## src/rtl/spi_master.sv

```systemverilog
// spi_master: SPI mode-0 initiator (CPOL=0, CPHA=0, MSB first) with a clk-derived sclk.
// Define SPI_MASTER_LOOPBACK_EN to capture mosi instead of miso.
module spi_master #(
    parameter int CLK_DIV    = 4,
    parameter int DATA_WIDTH = 8
) (
    input  logic                  clk,
    input  logic                  rst,
    input  logic                  start,
    input  logic [DATA_WIDTH-1:0] data_outgoing,
    output logic [DATA_WIDTH-1:0] data_incoming,
    output logic                  busy,
    output logic                  done,
    output logic                  sclk,
    output logic                  mosi,
    input  logic                  miso,
    output logic                  ce0
);
    localparam int DW = CLK_DIV > 1 ? $clog2(CLK_DIV) : 1;
    localparam int BW = DATA_WIDTH > 1 ? $clog2(DATA_WIDTH) : 1;

    typedef enum logic [2:0] {IDLE, SETUP, SHIFT, HOLD, GAP} state_t;

    state_t                state_q, state_d;
    logic [DW-1:0]         div_q, div_d;
    logic [BW-1:0]         bit_q, bit_d;
    logic [DATA_WIDTH-1:0] tx_q, tx_d, rx_q, rx_d, din_q, din_d;
    logic                  sclk_q, sclk_d, mosi_q, mosi_d, ce0_q, ce0_d, done_q, done_d;
    logic                  tick, rx_bit;

`ifdef SPI_MASTER_LOOPBACK_EN
    logic unused_miso;
    assign unused_miso = miso;
    assign rx_bit      = mosi_q;
`else
    assign rx_bit = miso;
`endif

    assign tick          = div_q == DW'(CLK_DIV - 1);
    assign busy          = state_q != IDLE;
    assign done          = done_q;
    assign sclk          = sclk_q;
    assign mosi          = mosi_q;
    assign ce0           = ce0_q;
    assign data_incoming = din_q;

    always_comb begin
        state_d = state_q;
        div_d   = (state_q == IDLE || tick) ? '0 : div_q + 1'b1;
        bit_d   = bit_q;
        tx_d    = tx_q;
        rx_d    = rx_q;
        din_d   = din_q;
        sclk_d  = sclk_q;
        mosi_d  = mosi_q;
        ce0_d   = ce0_q;
        done_d  = 1'b0;
        case (state_q)
            IDLE: if (start) begin
                state_d = SETUP;
                tx_d    = data_outgoing;
                mosi_d  = data_outgoing[DATA_WIDTH-1];
                ce0_d   = 1'b0;
            end
            SETUP: if (tick) begin
                state_d = SHIFT;
                sclk_d  = 1'b1;
                bit_d   = BW'(DATA_WIDTH - 1);
            end
            SHIFT: if (tick) begin
                if (sclk_q) begin
                    // end of the high phase: capture, then present the next bit on the falling edge
                    rx_d   = {rx_q[DATA_WIDTH-2:0], rx_bit};
                    sclk_d = 1'b0;
                    if (bit_q == '0) begin
                        state_d = HOLD;
                        mosi_d  = 1'b0;
                    end else begin
                        mosi_d = tx_q[DATA_WIDTH-2];
                        tx_d   = {tx_q[DATA_WIDTH-2:0], 1'b0};
                        bit_d  = bit_q - 1'b1;
                    end
                end else begin
                    sclk_d = 1'b1;
                end
            end
            HOLD: if (tick) begin
                state_d = GAP;
                ce0_d   = 1'b1;
            end
            GAP: if (tick) begin
                state_d = IDLE;
                din_d   = rx_q;
                done_d  = 1'b1;
            end
            default: state_d = IDLE;
        endcase
    end

    always_ff @(posedge clk) begin
        if (rst) begin
            state_q <= IDLE;
            div_q   <= '0;
            bit_q   <= '0;
            tx_q    <= '0;
            rx_q    <= '0;
            din_q   <= '0;
            sclk_q  <= 1'b0;
            mosi_q  <= 1'b0;
            ce0_q   <= 1'b1;
            done_q  <= 1'b0;
        end else begin
            state_q <= state_d;
            div_q   <= div_d;
            bit_q   <= bit_d;
            tx_q    <= tx_d;
            rx_q    <= rx_d;
            din_q   <= din_d;
            sclk_q  <= sclk_d;
            mosi_q  <= mosi_d;
            ce0_q   <= ce0_d;
            done_q  <= done_d;
        end
    end
endmodule

```

## config.mk

```make
export PLATFORM = sky130hd
export DESIGN_NAME = spi_master
export DESIGN_NICKNAME = d
export VERILOG_FILES = /design/src/rtl/spi_master.sv
export SDC_FILE = /design/constraint.sdc
export NUM_CORES = 1
export LEC_CHECK = 0
export ABC_AREA = 1
export CAP_MARGIN = 30
export CORE_MARGIN = 3
export CORE_UTILIZATION = 50
export DETAILED_ROUTE_END_ITERATION = 8
export DONT_BUFFER_PORTS = 1
export GPL_TIMING_DRIVEN = 0
export SLEW_MARGIN = 15
export SYNTH_ARGS = -nofsm -noshare
export SYNTH_HDL_FRONTEND = slang
export SYNTH_SLANG_ARGS = --single-unit
export TNS_END_PERCENT = 1
```

## constraint.sdc

```tcl
create_clock -name clk -period 1.9 [get_ports clk]
set_input_delay 0.19 -clock clk [delete_from_list [all_inputs] [get_ports clk]]
set_output_delay 0.19 -clock clk [all_outputs]
set_load 0.02 [all_outputs]
```

# Word-level counts from Yosys, hierarchy flattened
# Index checks and enable logic that the tools add are counted.
# classes
add_sub_neg,2
eq_ne,13
n_mux,30
bitwise,1
n_reduce_logical,17
# ops
op,count
two-way mux 3 bit,11
two-way mux 7 bit,4
"!= test 2 bit, second input constant",8
case mux 3 bit (5 select lines),1
case mux 7 bit (2 select lines),1
AND reduction 5 bit,2
two-way mux 1 bit,9
AND reduction 3 bit,3
AND reduction 7 bit,1
"== test 3 x 2 -> 1 bit, second input constant",2
logical NOT 3 bit,2
case mux 1 bit (2 select lines),3
case mux 3 bit (2 select lines),1
nonzero test 2 bit,3
AND reduction 4 bit,1
OR reduction 2 bit,2
"== test 3 x 1 -> 1 bit, second input constant",1
"== test 3 bit, second input constant",1
nonzero test 3 bit,1
"subtractor 3 x 1 -> 3 bit, second input constant",1
"adder 2 x 1 -> 2 bit, second input constant",1
"== test 2 bit, second input constant",1
AND reduction 2 bit,1
logical OR 1 bit,1
NOT 1 bit,1
# totals
reg_bits,35
input_bits,12
elab_cells,73

# Logic depth before layout (Yosys ltp)
# depth
depth_word,5
depth_mapped,11
depth_no_buf,11

# Least setup slack after synthesis
# OpenSTA, ideal clock, no wires.
# synth_path
path_kind,reg2reg
startpoint,reg bit_q[0]
endpoint,reg tx_q[2]
setup_ns,0.113
arrival_ns,1.325
path_slack_ns,0.461
path_stages_with_launch,10
n_path_buf,0
cell_sequence,dfxtp_1 -> inv_1 -> ha_1 -> ha_1 -> nor2_2 -> nor2_4 -> nor2_8 -> inv_6 -> nor2_1 -> nor2_1
# synth_between
elab_chain_cells,3
# synth_lines
item,line,rtl
start: declaration,26,"logic [BW-1:0] bit_q, bit_d;"
start signal: assignment,115,bit_q <= bit_d;
logical NOT 3 bit,75,if (bit_q == '0) begin
!= test 2 bit (no line),n/a,
AND reduction 5 bit (no line),n/a,
end signal: assignment,116,tx_q <= tx_d;
end: declaration,27,"logic [DATA_WIDTH-1:0] tx_q, tx_d, rx_q, rx_d, din_q, din_d;"
# Every way passes these cells.
# A chain may end at the register's enable or synchronous reset.

# Final worst setup path
# Same ends and word-level chain as after synthesis.

==> key figures <==
STA
  – Final Critical Period: roughly 1600 ps
  – Slew Viols, Final: 0
  – Count of final setup violators: 0
  – Final hold vios: 0
  – Final WS setup: about 300 ps
  – RSZ-0062 raised after global routing: no
  – Slew headroom: a little over two thirds
  – Worst Tran Pin Value: about 440 ps
  – Hold slack: between 20 and 25 ps
  – Max frequency: around 630 MHz
  – Final period util: between 80% and 90%
  – Clock Skews: 10.2 ps
  – Setup TNS Final: 0 ps

CTS
  – Total clock sinks: 35
  – Clk pin slew, worst setup/hold paths: ~100 ps
  – CTS resizes: 0
  – Cts hold-fix bufs: 1
  – H-tree lvl count: 2
  – Max Buffers Root-to-Sink: 2
  – CTS buffer count: 5
  – CTS root buf: clkbuf_4
  – Postcts setup bufs: 0
  – Worst-skew pair later-pin latency: between 300 and 400 ps
  – CTS tree: yes

Power and ir drop
  – Peak supply drop: approximately 0.86 mV
  – Clk pwr share: around 23%
  – Power share of the combinational group: 43.0%
  – Pwr per Cell Area: 1600 nW/um2
  – Net Sw Frac: 41.1%
  – Switching power: 1.19 mW
  – Internal Power: between 1.5 and 2 mW
  – Static leakage: 0.803 nW
  – Flop pwr share: between 30% and 40%

Worst setup path
  – Crit end category: flop
  – CP max stage cell: dfxtp_1
  – Crit path DAT: between 1500 and 2000 ps
  – Buf+Inv Stages, Crit Path: 2
  – Worst Path Max Fanout: 9
  – Critical path required time: approximately 2100 ps
  – CP peak stage delay: 340 ps
  – CP Cell Sequence: inv_1 -> ha_1 -> ha_1 -> nor2_2 -> nor2_4 -> nor2_8 -> inv_6 -> nor2_1 -> nor2_1
  – Flop2flop setup slack: ~300 ps
  – Startpoint types: flop
  – Crit path kind: flop to flop
  – CP delay by family, top: simple AND/OR/NAND/NOR gates

GRT
  – Remaining global-route overflow: 0
  – First-pass GRT wire length: between 5000 and 6000 um
  – Vias in the first global route: between 1,000 and 1,500
  – Gr usage total: between 10% and 20%
  – Largest net degree at the start of global routing: 12
  – Initial antenna violation count: 0

Finish
  – Commonest non-fill, non-tap cell in the layout: nor2_1
  – Post-layout util: approximately three fifths
  – Synth-to-layout area growth: 10.2%
  – Layout net count: 250
  – Sequential cell area: 701 um2
  – Multi-input logic area: 792 um2
  – Fill cells: roughly 300
  – Antenna diode count: 0
  – Most frequent cells in the layout: nor2_1 (50), nand2_1 (46), dfxtp_1 (35)
  – Share of layout cells above drive strength 1: about an eighth

Synth
  – Syn Nets: 242
  – Synth area leader: dfxtp_1
  – Top-area cell type share of the netlist area: between 40% and 50%
  – Largest cells by area after synthesis: dfxtp_1 (43%), nor2_1 (11%), nand2_1 (11%)
  – Cell count after synthesis: around 230
  – Synth cell types: 25
  – Seq/Total Area, Yosys: between 40% and 50%
  – Warning count from the yosys run: 0
  – Synthesized cell area: about 1600 um2
  – Mean Syn Cell Area: slightly above 7 um2
  – Yosys reg bits: 35

Floorplan
  – Die width: approximately 63 um
  – Die ar.: 4000 um2
  – Core Area: about 3100 um2
  – Initial core utilization: ~53%
  – Rows: 20
  – IO Count: 25
  – Die Ht: ~63 um

Status
  – Status: completed

Routing
  – Antenna Violating Nets Remaining: 0
  – Drt first pass iters: 5
  – DR vias: 1,375
  – Drt drc: 0
  – Detailed Route WL: roughly 3300 um
  – Post-DR wirelength/cell: approximately 12 um
  – Vias per Instance: between 4 and 5
  – DRT iter0 DRCs: 45

Placed design
  – Final GP Congestion: about 0.94
  – Pre-CTS setup slack: between 300 and 400 ps
  – Dpl hpwl: 2360 um
  – Port buffer count: 0

Min path
  – Hold crit path type: input pin to flop

Job
  – Max cap viols: 0
==> power by group through the flow <==
stage	logic [mW]	registers (mW)	clock network [mW]
global placement	1.20	0.994	0
finish	1.24	0.982	0.665
global route	1.42	0.997	0.709
CTS	1.25	0.982	0.681
detailed placement	1.25	0.999	0
floorplan	1.04	0.979	0
==> path summary, 6_finish.rpt <==
| check | start | endpoint | cells after the start |
|---|---|---|---|
| max | bit_q[0]$_SDFFE_PP0P_ | tx_q[2]$_SDFFE_PP0P_ | 9 |
| min | miso | rx_q[0]$_SDFFE_PP0P_ | 2 |
| min reg2reg | div_q[0]$_SDFF_PP0_ | div_q[0]$_SDFF_PP0_ | 1 |
| max reg2reg | bit_q[0]$_SDFFE_PP0P_ | tx_q[2]$_SDFFE_PP0P_ | 9 |
==> registers in the layout, indices dropped and copies added, names as in the netlist <==
signal / count
mosi: 1
data_incoming: 8
div_q: 2
bit_q: 3
rx_q: 8
state_q: 3
sclk: 1
done: 1
tx_q: 7
ce0: 1
==> metal layers <==
metal / up-vias / GRT usage (%) / part of all wire, %
li1: 724 / - / -
met1: 604 / 21.7 / 49
met2: 37 / 27.5 / 43
met3: 10 / 4.99 / 5.4
met4: 0 / 10.2 / 2.7
met5: - / 0 / 0
==> final cells by class <==
type | count | share of cell area [%]
plain buffers | 5 | 1.94
clock buffers | 6 | 2.29
clock inverters | 2 | 3.33
inverters | 26 | 6.10
multi-input cells | 160 | 43.9
flip-flops and latches | 35 | 38.8
well taps | 44 | 3.05
repair buffers | 1 | 0.555
==> cells by family (layout without fill, tap and decap cells) <==
| logic type | Yosys count | in the layout | share of synthesized area (%) |
|---|---|---|---|
| AO/OA/AOI/OAI | 36 | 36 | 11.9 |
| buffers and inverters | 31 | 40 | 8.86 |
| AND/OR/NAND/NOR | 120 | 120 | 33.4 |
| flip-flops | 35 | 35 | 42.8 |
| adder cells (fa/ha/maj) | 4 | 4 | 3.06 |
==> synthesized netlist by cell type (all sizes together) <==
library cell / number
nor2: 57
nand2: 51
dfxtp: 35
inv: 25
o21ai: 24
a21oi: 11
nand3: 11
ha: 4
buf: 3
clkbuf: 2
clkinv: 1
nor3: 1
o211ai: 1
==> per-stage QoR <==
stage	instances	cell area (um2)	power [mW]
after floorplan	226	1640	2.02
final	279	1800	2.89
after detailed placement	270	1690	2.24
after CTS	279	1800	2.92
after global placement	270	1690	2.19
after global routing	279	1800	3.12
(Power assumes the default switching activity.)
